### config.mk
export PLATFORM = sky130hd
export DESIGN_NAME = valid_strobe_gen
export DESIGN_NICKNAME = d
export VERILOG_FILES = /design/src/rtl/valid_strobe_gen.sv
export SDC_FILE = /design/constraint.sdc
export NUM_CORES = 1
export LEC_CHECK = 0
export ABC_AREA = 0
export ABC_CLOCK_PERIOD_IN_PS = 2400
export CAP_MARGIN = 20
export CORE_UTILIZATION = 43
export CTS_BUF_LIST = sky130_fd_sc_hd__clkbuf_4
export CTS_CLUSTER_DIAMETER = 40
export DETAILED_ROUTE_END_ITERATION = 7
export GPL_TIMING_DRIVEN = 0
export SKIP_CTS_REPAIR_TIMING = 1
export SLEW_MARGIN = 20
export SYNTH_ARGS = -nofsm -noshare
export SYNTH_HDL_FRONTEND = slang
export SYNTH_SLANG_ARGS = --single-unit
### constraint.sdc
create_clock -name clock -period 2.4 [get_ports clock]
set_input_delay 0.36 -clock clock [delete_from_list [all_inputs] [get_ports clock]]
set_output_delay 0.36 -clock clock [all_outputs]
set_load 0.05 [all_outputs]
### src/rtl/valid_strobe_gen.sv
// Programmable-period strobe generator: one-cycle o_valid pulse every LIMIT_R[i_sel] clocks while running.
// Optional macro VALID_STROBE_SYNC_INPUTS_EN adds 2-flop synchronizers on i_enable, i_clear and i_sel.
module valid_strobe_gen #(
  parameter int          NB_COUNTER = 32,
  parameter int unsigned LIMIT_R0   = 2**14,
  parameter int unsigned LIMIT_R1   = 2**16,
  parameter int unsigned LIMIT_R2   = 2**18,
  parameter int unsigned LIMIT_R3   = 2**20
) (
  input  logic       clock,
  input  logic       i_reset,
  input  logic       i_enable,
  input  logic       i_clear,
  input  logic [1:0] i_sel,
  output logic       o_valid,
  output logic       o_running
);

  typedef enum logic [1:0] {IDLE, RUN, HOLD} state_t;

  localparam logic [NB_COUNTER-1:0] LIM_M1_R0 = NB_COUNTER'(LIMIT_R0 - 1);
  localparam logic [NB_COUNTER-1:0] LIM_M1_R1 = NB_COUNTER'(LIMIT_R1 - 1);
  localparam logic [NB_COUNTER-1:0] LIM_M1_R2 = NB_COUNTER'(LIMIT_R2 - 1);
  localparam logic [NB_COUNTER-1:0] LIM_M1_R3 = NB_COUNTER'(LIMIT_R3 - 1);

  logic                  enable;
  logic                  clear;
  logic [1:0]            sel;
  state_t                state;
  state_t                state_next;
  logic [NB_COUNTER-1:0] count;
  logic [NB_COUNTER-1:0] count_next;
  logic [NB_COUNTER-1:0] lim_m1;
  logic                  valid_next;

`ifdef VALID_STROBE_SYNC_INPUTS_EN
  logic [3:0] sync_q1;
  logic [3:0] sync_q2;

  always_ff @(posedge clock or negedge i_reset) begin
    if (!i_reset) begin
      sync_q1 <= '0;
      sync_q2 <= '0;
    end else begin
      sync_q1 <= {i_sel, i_clear, i_enable};
      sync_q2 <= sync_q1;
    end
  end

  assign enable = sync_q2[0];
  assign clear  = sync_q2[1];
  assign sel    = sync_q2[3:2];
`else
  assign enable = i_enable;
  assign clear  = i_clear;
  assign sel    = i_sel;
`endif

  always_comb begin
    lim_m1 = LIM_M1_R0;
    case (sel)
      2'd0:    lim_m1 = LIM_M1_R0;
      2'd1:    lim_m1 = LIM_M1_R1;
      2'd2:    lim_m1 = LIM_M1_R2;
      default: lim_m1 = LIM_M1_R3;
    endcase
  end

  // The counter steps on every edge whose next state is RUN, including the entering edge,
  // so the first pulse lands in cycle lim of the run.
  always_comb begin
    state_next = state;
    count_next = count;
    valid_next = 1'b0;
    if (clear) begin
      state_next = IDLE;
      count_next = '0;
    end else begin
      case (state)
        IDLE:    if (enable)  state_next = RUN;
        RUN:     if (!enable) state_next = HOLD;
        HOLD:    if (enable)  state_next = RUN;
        default: state_next = IDLE;
      endcase
      if (state_next == RUN) begin
        if (count >= lim_m1) begin
          count_next = '0;
          valid_next = 1'b1;
        end else begin
          count_next = count + NB_COUNTER'(1);
        end
      end
    end
  end

  always_ff @(posedge clock or negedge i_reset) begin
    if (!i_reset) begin
      state     <= IDLE;
      count     <= '0;
      o_valid   <= 1'b0;
      o_running <= 1'b0;
    end else begin
      state     <= state_next;
      count     <= count_next;
      o_valid   <= valid_next;
      o_running <= (state_next == RUN);
    end
  end

endmodule

== Word-level counts from Yosys, hierarchy flattened ==
Index checks and enable logic that the tools add are counted.

* Register bits after elaboration: 36
* Bits in latches: 0
* RAM bits: 0
* Bits in read-only memories: 0
* Input bits: 6
* Output and inout bits: 2
* Logic and storage cells: 28
* Memories kept: 0

* Add/sub/neg operators: 1
* Multiply operators: 0
* Div/mod/pow operators: 0
* Magnitude comparators: 1
* Eq/ne operators: 6
* Shift operators: 0
* Multiplexer cells: 12
* Bitwise logic cells: 0
* Reductions and logical operators: 4

{| class="wikitable"
|+ Operators by type and width
! cell !! number
|-
| $mux W32 || 3
|-
| $pmux W20 S3 || 1
|-
| $add A32 B1 Y32 const B || 1
|-
| $ge A32 B32 Y1 || 1
|-
| $eq A2 B1 Y1 const B || 4
|-
| $mux W2 || 4
|-
| $eq A2 B2 Y1 const B || 2
|-
| $logic_not A2 Y1 || 2
|-
| $pmux W2 S2 || 1
|-
| $mux W1 || 3
|-
| $reduce_bool A2 Y1 || 1
|-
| $reduce_or A2 Y1 || 1
|}

== Depth between registers and ports, before layout ==
Gate-level depths: netlist (run 1).

* Depth in word-level cells: 7
* Depth in mapped cells: 9
* Depth with buffers taken out: 7

== Worst setup path after synthesis (run 1) ==
No wires, ideal clock.

* Path type: register -> register
* Start point: register count[19]
* End point: register count[20]
* Library setup time: 83 ps
* Data arrival time: 1,830 ps
* Data required time: 2,317 ps
* Slack: 487 ps
* Cell stages (with the launch flop): 8
* Path buffers: 1
* Period minus slack after synthesis: 1,913 ps
* Path through: dfrtp_1 > ha_1 > a211oi_1 > nand4_1 > nor3_2 > buf_2 > nand3b_1 > o21ai_0

* Cells in the longest elaborated chain, start to end: 4
* Elaborated cells on any way between the ends: 5
* Classes of those cells: 1 x add/sub; 1 x order compare; 3 x mux

{| class="wikitable"
|+ RTL lines
! element !! line !! text
|-
| start, declared || 31 || <nowiki>logic [NB_COUNTER-1:0] count;</nowiki>
|-
| start signal, assigned || 104 || <nowiki>count <= count_next;</nowiki>
|-
| $add A32 B1 Y32 or $ge A32 B32 Y1 (tied branches) || 90, 86 ||
|-
| $mux W32 * || 86 || <nowiki>if (count >= lim_m1) begin</nowiki>
|-
| $mux W32 * || 85 || <nowiki>if (state_next == RUN) begin</nowiki>
|-
| $mux W32 * || 75 || <nowiki>if (clear) begin</nowiki>
|}

Mark *: on every way between the ends. The rest lies on a longest branch, timed or not. The select of a mux whose other input is x is not followed.
A chain may end at the register's enable or synchronous reset.

== Final worst setup path (run 1) ==
* Start point: input port i_sel[0]
* End point: register count[4]

* Cells in the longest elaborated chain, start to end: 6
* Elaborated cells on any way between the ends: 8
* Classes of those cells: 1 x order compare; 2 x eq/ne; 4 x mux; 1 x reduce/logical

{| class="wikitable"
|+ RTL lines
! element !! line !! text
|-
| start, declared || 14 || <nowiki>input logic [1:0] i_sel,</nowiki>
|-
| $eq A2 B2 Y1 (tied with other cells) || 61 || <nowiki>case (sel)</nowiki>
|-
| $pmux W20 S3 * || 61 ||
|-
| $ge A32 B32 Y1 * || 86 ||
|-
| $mux W32 * || 86 ||
|-
| $mux W32 * || 85 ||
|-
| $mux W32 * || 75 ||
|}

Marks and branches as above.

==> results.py, run 1 <==
metrics = {
    "cts": {
        "numCtsBuffers": 5,
        "htreeDepth": 2,
        "cts-root-buf": "clkbuf_4",
        "clk_path_buf_depth": 2,
        "tritoncts": "yes",
        "insertion_delay_ns": 0.34,
        "cts.clk_slew.worst_paths_ns": 0.11,
        "clkSinkCount": 36,
    },
    "critical_path": {
        "cp_max_fo": 3,
        "path_cells": "clkdlybuf4s50_1, nand2_1, ha_1, a211oi_2, nand4_1, nor3_4, buf_4, buf_4, a31oi_1, a21oi_1",
        "critPathLaunchType": "input port",
        "worstPathArrival_ns": 2.46,
        "worstSetupEndpointType": "register",
        "path_class": "in2reg",
        "crit_required_ns": 2.67,
        "cp_slowest_cell": "clkdlybuf4s50_1",
        "crit_top_cell": "buf_4",
        "r2r_cells": 8,
        "max_stage_delay_ns": 0.47,
    },
    "synthesis": {
        "syn_area_sq_um": 1862,
        "synth-main-ff-cell": "dfrtp_1",
        "synth_nets": 205,
        "synth_seq_cells": 36,
        "synth.avg_cell_area_sq_um": 9.597,
        "syn_inst": 194,
        "ys_types": 34,
        "yosysSeqAreaShare_pct": 48.39,
        "synth_warnings": 0,
        "synthArstFlopShare_pct": 100.0,
        "synth_edf_count": 0,
    },
    "min_path": {
        "hold_class": "in2async",
    },
    "die": {
        "dieArea_sq_um": 4597,
        "core_area_sq_um": 4086,
        "die_w_microns": 67.80,
        "placement_rows": 23,
        "io_pins": 8,
        "initial_core_util_pct": 45.56,
        "fp.dieH_microns": 67.80,
    },
    "timing": {
        "slew_headroom_pct": 63.79,
        "slew_viol_final": 0,
        "finalClockSkew_ns": 0.004541,
        "fmax_ghz": 0.4574,
        "fin_crit_ns": 2.186,
        "setup_viol": 0,
        "tightest_slew_ns": 0.5432,
        "period_share_pct": 91.09,
        "rsz0062_at_grt": "false",
        "hold_viol_final": 0,
    },
    "placement": {
        "dp_hpwl_microns": 2943,
        "dp.cells": 252,
        "numPortBuffers": 7,
        "gp_congestion": 0.7926,
    },
    "layout": {
        "syn2layout_area_growth_pct": 13.71,
        "fillCellCount": 383,
        "final_cell_count_no_fill": 263,
        "drive_gt1_share_pct": 10.33,
        "fin_nets": 223,
        "diodes": 0,
    },
    "grt": {
        "grtUsageTotal_pct": 21.20,
        "grt_pass1_vias": 1423,
        "grt_max_degree": 25,
        "grt_first_pass_wirelength_microns": 7003,
        "grt-ovfl-total": 0,
        "antenna_found_initial": 0,
    },
    "route": {
        "remaining_drc_errors": 0,
        "wl_per_cell_microns": 15.77,
        "drtPass1Iterations": 4,
        "drt_iter0_drc": 96,
        "vias": 1522,
        "vias_per_cell": 5.787,
        "detail-route-antenna-nets": 0,
        "wl_microns": 4147,
    },
    "power": {
        "finalPower_mw": 1.029,
        "p_leak_nw": 0.9453,
        "ir_drop_uv": 251.4,
        "powerDensity_nw_per_um2": 485.8,
    },
    "run": {
        "drv_cap": 0,
    },
    "status": {
        "status": "completed",
    },
}
-- registers in the layout, summed over array words and instances, names as in the netlist --
| signal | count |
|---|---|
| count | 32 |
| state | 2 |
| o_running | 1 |
| o_valid | 1 |
-- layer usage --
layer	wire [microns]	vias to the layer above	GRT usage [%]
li1	-	744	-
met1	2077	754	28.98
met2	1902	19	32.80
met3	114	5	5.068
met4	52	0	7.031
met5	0	-	0
-- path summary, 6_finish.rpt --
check | startpoint | end | slack, ns
worst min register to register | count[21] | count[21] | 0.50
min in group clock | i_sel[1] | o_valid | 0.50
worst min-delay path | i_reset | count[26] | 0.45
worst max register to register | count[19] | count[4] | 0.31
max in group asynchronous | i_reset | count[0] | 1.52
worst max-delay path | i_sel[0] | count[4] | 0.21
-- power by group --
| part | leakage, nW | internal [mW] | switching (mW) |
|---|---|---|---|
| clock | 0.0293 | 0.123 | 0.208 |
| combinational | 0.417 | 0.0306 | 0.0512 |
| sequential | 0.499 | 0.612 | 0.00446 |
-- Yosys cell counts (3+ instances only) --
cell	instances	area (sq um)
dfrtp_1	36	900.9
nand2_1	24	90.09
xor2_1	3	26.28
nor4_1	3	18.77
ha_1	5	62.56
a31oi_1	8	50.05
clkbuf_1	4	15.01
inv_1	5	18.77
o21ai_0	8	40.04
a21oi_1	4	20.02
nand3_1	18	90.09
and3_1	4	25.02
and4_1	4	35.03
mux2i_1	4	40.04
buf_2	4	20.02
nor3_1	7	35.03
nor2_1	8	30.03
o211ai_1	3	22.52
and2_1	12	75.07
nand4_1	10	62.56
nand3b_1	3	22.52
o22ai_1	3	18.77
-- cell type report --
| type | instances | area [sq um] | share of cell area, % |
|---|---|---|---|
| flip-flops and latches | 36 | 900.9 | 42.55 |
| multi-input cells | 142 | 883.3 | 41.73 |
| repair buffers | 11 | 120.1 | 5.674 |
| plain buffers | 11 | 75.07 | 3.546 |
| well taps | 50 | 62.56 | 2.955 |
| clock buffers | 6 | 45.04 | 2.128 |
| inverters | 5 | 18.77 | 0.8865 |
| clock inverters | 2 | 11.26 | 0.5319 |
-- critical path: cells and delay by family --
| kind | cells | cell delay (ns) |
|---|---|---|
| buf+inv | 3 | 0.74 |
| simple gates | 3 | 0.56 |
| compound gates | 3 | 0.49 |
| fa+ha+maj | 1 | 0.32 |
-- layout by cell type, fill, tap and decap left out, drive strengths merged --
| master | count |
|---|---|
| a31oi | 8 |
| and2 | 12 |
| nor2 | 8 |
| nand2 | 24 |
| o21a | 2 |
| clkdlybuf4s50 | 5 |
| nand4 | 11 |
| o21ai | 8 |
| nor3 | 8 |
| nand3 | 18 |
| and4 | 4 |
| mux2i | 4 |
| nand3b | 3 |
| nor4 | 3 |
| ha | 5 |
| inv | 5 |
| a211o | 1 |
| and3 | 4 |
| a21oi | 4 |
| clkinv | 1 |
| buf | 11 |
| dfrtp | 36 |
| a32o | 1 |
| clkbuf | 10 |
| xor2 | 3 |
| clkinvlp | 1 |
| xnor2 | 1 |
| nand4b | 1 |
| dlygate4sd3 | 1 |
| o211ai | 3 |
| o31a | 1 |
| o22ai | 3 |
| dlymetal6s2s | 1 |
| nand2b | 1 |
| a211oi | 1 |
-- cell families after synthesis --
| logic type | count (synthesis) | synth area share [%] |
|---|---|---|
| and+or+nand+nor | 97 | 28.49 |
| DFF | 36 | 48.39 |
| AOI/OAI and AO/OA | 32 | 10.82 |
| buffers and inverters | 16 | 4.906 |
| adders and majority gates | 5 | 3.360 |
| xor gates and xnor gates | 4 | 1.882 |
| muxes | 4 | 2.151 |
-- stage by stage --
stage / utilization [%] / setup TNS, ns / hold slack (ns) / setup WS (ns) / instance area, sq um
finish: 51.81 / 0 / 0.4499 / 0.2138 / 2117
global route: 51.81 / 0 / 0.4735 / 0.07529 / 2117
CTS: 50.73 / -1.521 / -0.09795 / -0.1306 / 2073
detailed placement: 49.36 / -8.963 / 0.2854 / -0.4850 / 2017
global placement: 48.81 / -7.765 / 0.4702 / -0.4146 / 1994
floorplan: - / 0 / 0.06441 / 0.4874 / 1862
No activity file was read; power rests on OpenSTA's default activity.
==> run 2, diff against run 1 <==
--- a/config.mk
+++ b/config.mk
@@ -8,7 +8,7 @@
 export ABC_AREA = 0
 export ABC_CLOCK_PERIOD_IN_PS = 2400
 export CAP_MARGIN = 20
-export CORE_UTILIZATION = 43
+export CORE_UTILIZATION = 33
 export CTS_BUF_LIST = sky130_fd_sc_hd__clkbuf_4
 export CTS_CLUSTER_DIAMETER = 40
 export DETAILED_ROUTE_END_ITERATION = 7
==> results.py, run 2 (synthesis results as in run 1) <==
metrics = {
    "cts": {
        "clkSinkCount": 36,
        "cts.clk_slew.worst_paths_ns": 0.11,
        "clk_path_buf_depth": 2,
        "htreeDepth": 2,
        "cts-root-buf": "clkbuf_4",
        "insertion_delay_ns": 0.34,
        "numCtsBuffers": 5,
        "tritoncts": "yes",
    },
    "placement": {
        "gp_congestion": 0.7830,
        "numPortBuffers": 7,
        "dp.cells": 272,
        "dp_hpwl_microns": 2802,
        "placedInstanceArea_sq_um": 2042,
    },
    "timing": {
        "rsz0062_at_grt": "false",
        "hold_viol_final": 0,
        "tightest_slew_ns": 0.5352,
        "slew_headroom_pct": 64.32,
        "fmax_ghz": 0.4367,
        "slew_viol_final": 0,
        "period_share_pct": 95.42,
        "finalClockSkew_ns": 0.01148,
        "setup_viol": 0,
        "hold_slack_ns": 0.4683,
        "fin_crit_ns": 2.290,
    },
    "route": {
        "vias": 1495,
        "vias_per_cell": 5.264,
        "drtPass1Iterations": 4,
        "drt_iter0_drc": 56,
        "remaining_drc_errors": 0,
        "wl_per_cell_microns": 13.88,
        "detail-route-antenna-nets": 0,
        "wl_microns": 3942,
    },
    "die": {
        "io_pins": 8,
        "core_area_sq_um": 5270,
        "initial_core_util_pct": 35.33,
        "die_w_microns": 77.11,
        "fp.dieH_microns": 77.11,
        "placement_rows": 26,
        "dieArea_sq_um": 5946,
    },
    "layout": {
        "syn2layout_area_growth_pct": 16.67,
        "largest-register": "count",
        "top_regs": "count: 32 flops, state: 2 flops",
        "fin_util_pct": 41.22,
        "diodes": 0,
        "drive_gt1_share_pct": 10.75,
        "mostFrequentLayoutCell": "dfrtp_1",
        "fin_nets": 224,
        "final_cell_mix": "dfrtp_1, nand2_1, nand3_1",
        "largest_register_ffs": 32,
        "fillCellCount": 540,
        "final_cell_count_no_fill": 284,
        "design_area_sq_um": 2172,
    },
    "min_path": {
        "hold_class": "in2async",
    },
    "critical_path": {
        "rrSetupSlack_ns": 0.23,
        "crit_required_ns": 2.66,
        "crit_family": "buffers and inverters",
        "cp_slowest_cell": "clkdlybuf4s50_1",
        "critPathLaunchType": "input port",
        "worstSetupEndpointType": "register",
        "worstPathArrival_ns": 2.55,
        "worst-path-buf-inv": 2,
        "cp_max_fo": 7,
        "path_cells": "clkdlybuf4s50_1, nand2_1, ha_1, a211oi_1, nand4_1, nor3_4, buf_2, a31oi_1, mux2i_1",
        "path_class": "in2reg",
        "max_stage_delay_ns": 0.48,
    },
    "power": {
        "seqPwrFrac_pct": 54.4,
        "power_frac_comb_pct": 7.3,
        "powerDensity_nw_per_um2": 521.2,
        "clockPowerShare_pct": 38.3,
        "ir_drop_uv": 146.3,
        "p_int_mw": 0.8733,
        "netSwitchingPower_mw": 0.2589,
        "p_leak_nw": 0.9674,
        "swShare_pct": 22.87,
    },
    "grt": {
        "grt_first_pass_wirelength_microns": 6679,
        "grt_pass1_vias": 1446,
        "grtUsageTotal_pct": 14.49,
        "grt_max_degree": 22,
        "antenna_found_initial": 0,
        "grt-ovfl-total": 0,
    },
    "status": {
        "status": "completed",
    },
    "run": {
        "drv_cap": 0,
    },
}
## run 2: path summary, 6_finish.rpt
check	to	startpoint	cells after the start
min in group clock	count[23]	count[23]	1
worst max register to register	count[18]	count[19]	7
max in group asynchronous	count[10]	i_reset	3
worst min register to register	count[23]	count[23]	1
worst max-delay path	count[18]	i_sel[0]	9
worst min-delay path	count[21]	i_reset	2
## run 2: cell type report
type                            count  area, sq um  area share (%)
Buffer                             11        81.33           3.744
Inverter                            5        18.77          0.8641
Sequential cell                    36        900.9           41.47
Clock buffer                        6        45.04           2.074
Tap cell                           70        87.58           4.032
Clock inverter                      2        35.03           1.613
Timing Repair Buffer               12        125.1           5.760
Multi-Input combinational cell    142        878.3           40.44
## run 2: per-layer routing
layer,up-vias,wire [microns],track usage [%]
met5,-,0,0
met4,0,88,6.792
met3,8,141,3.571
met2,26,1768,22.95
met1,720,1943,18.51
li1,741,-,-
## run 2: worst register-to-register path, cell delays in order (launching register included)
cell      delay [ns]
dfrtp_1         0.45
ha_1            0.33
a211oi_1        0.26
nand4_1         0.20
nor3_4          0.38
buf_2           0.24
a31oi_1         0.09
mux2i_1         0.16
## run 2: stage by stage
step | power, mW | setup TNS (ns) | setup slack (ns)
detailed placement | 0.7047 | -7.780 | -0.4324
floorplan | 0.6629 | 0 | 0.4874
global route | 1.186 | 0 | 0.02802
finish | 1.132 | 0 | 0.1100
global placement | 0.6989 | -7.727 | -0.4232
CTS | 1.140 | -0.8054 | -0.09269
## run 2: power groups by stage
stage / combinational (mW) / clock, mW / sequential (mW)
final: 0.0825 / 0.434 / 0.616
after floorplan: 0.0326 / 0 / 0.630
after global routing: 0.0924 / 0.476 / 0.617
after CTS: 0.0769 / 0.447 / 0.616
after global placement: 0.0712 / 0 / 0.628
after detailed placement: 0.0767 / 0 / 0.628
==> run 3, diff against run 2 <==
--- a/config.mk
+++ b/config.mk
@@ -5,7 +5,6 @@
 export SDC_FILE = /design/constraint.sdc
 export NUM_CORES = 1
 export LEC_CHECK = 0
-export ABC_AREA = 0
 export ABC_CLOCK_PERIOD_IN_PS = 2400
 export CAP_MARGIN = 20
 export CORE_UTILIZATION = 33
==> results of run 3 <==
No change in the layout: final DEF, timing and power equal those of run 2.
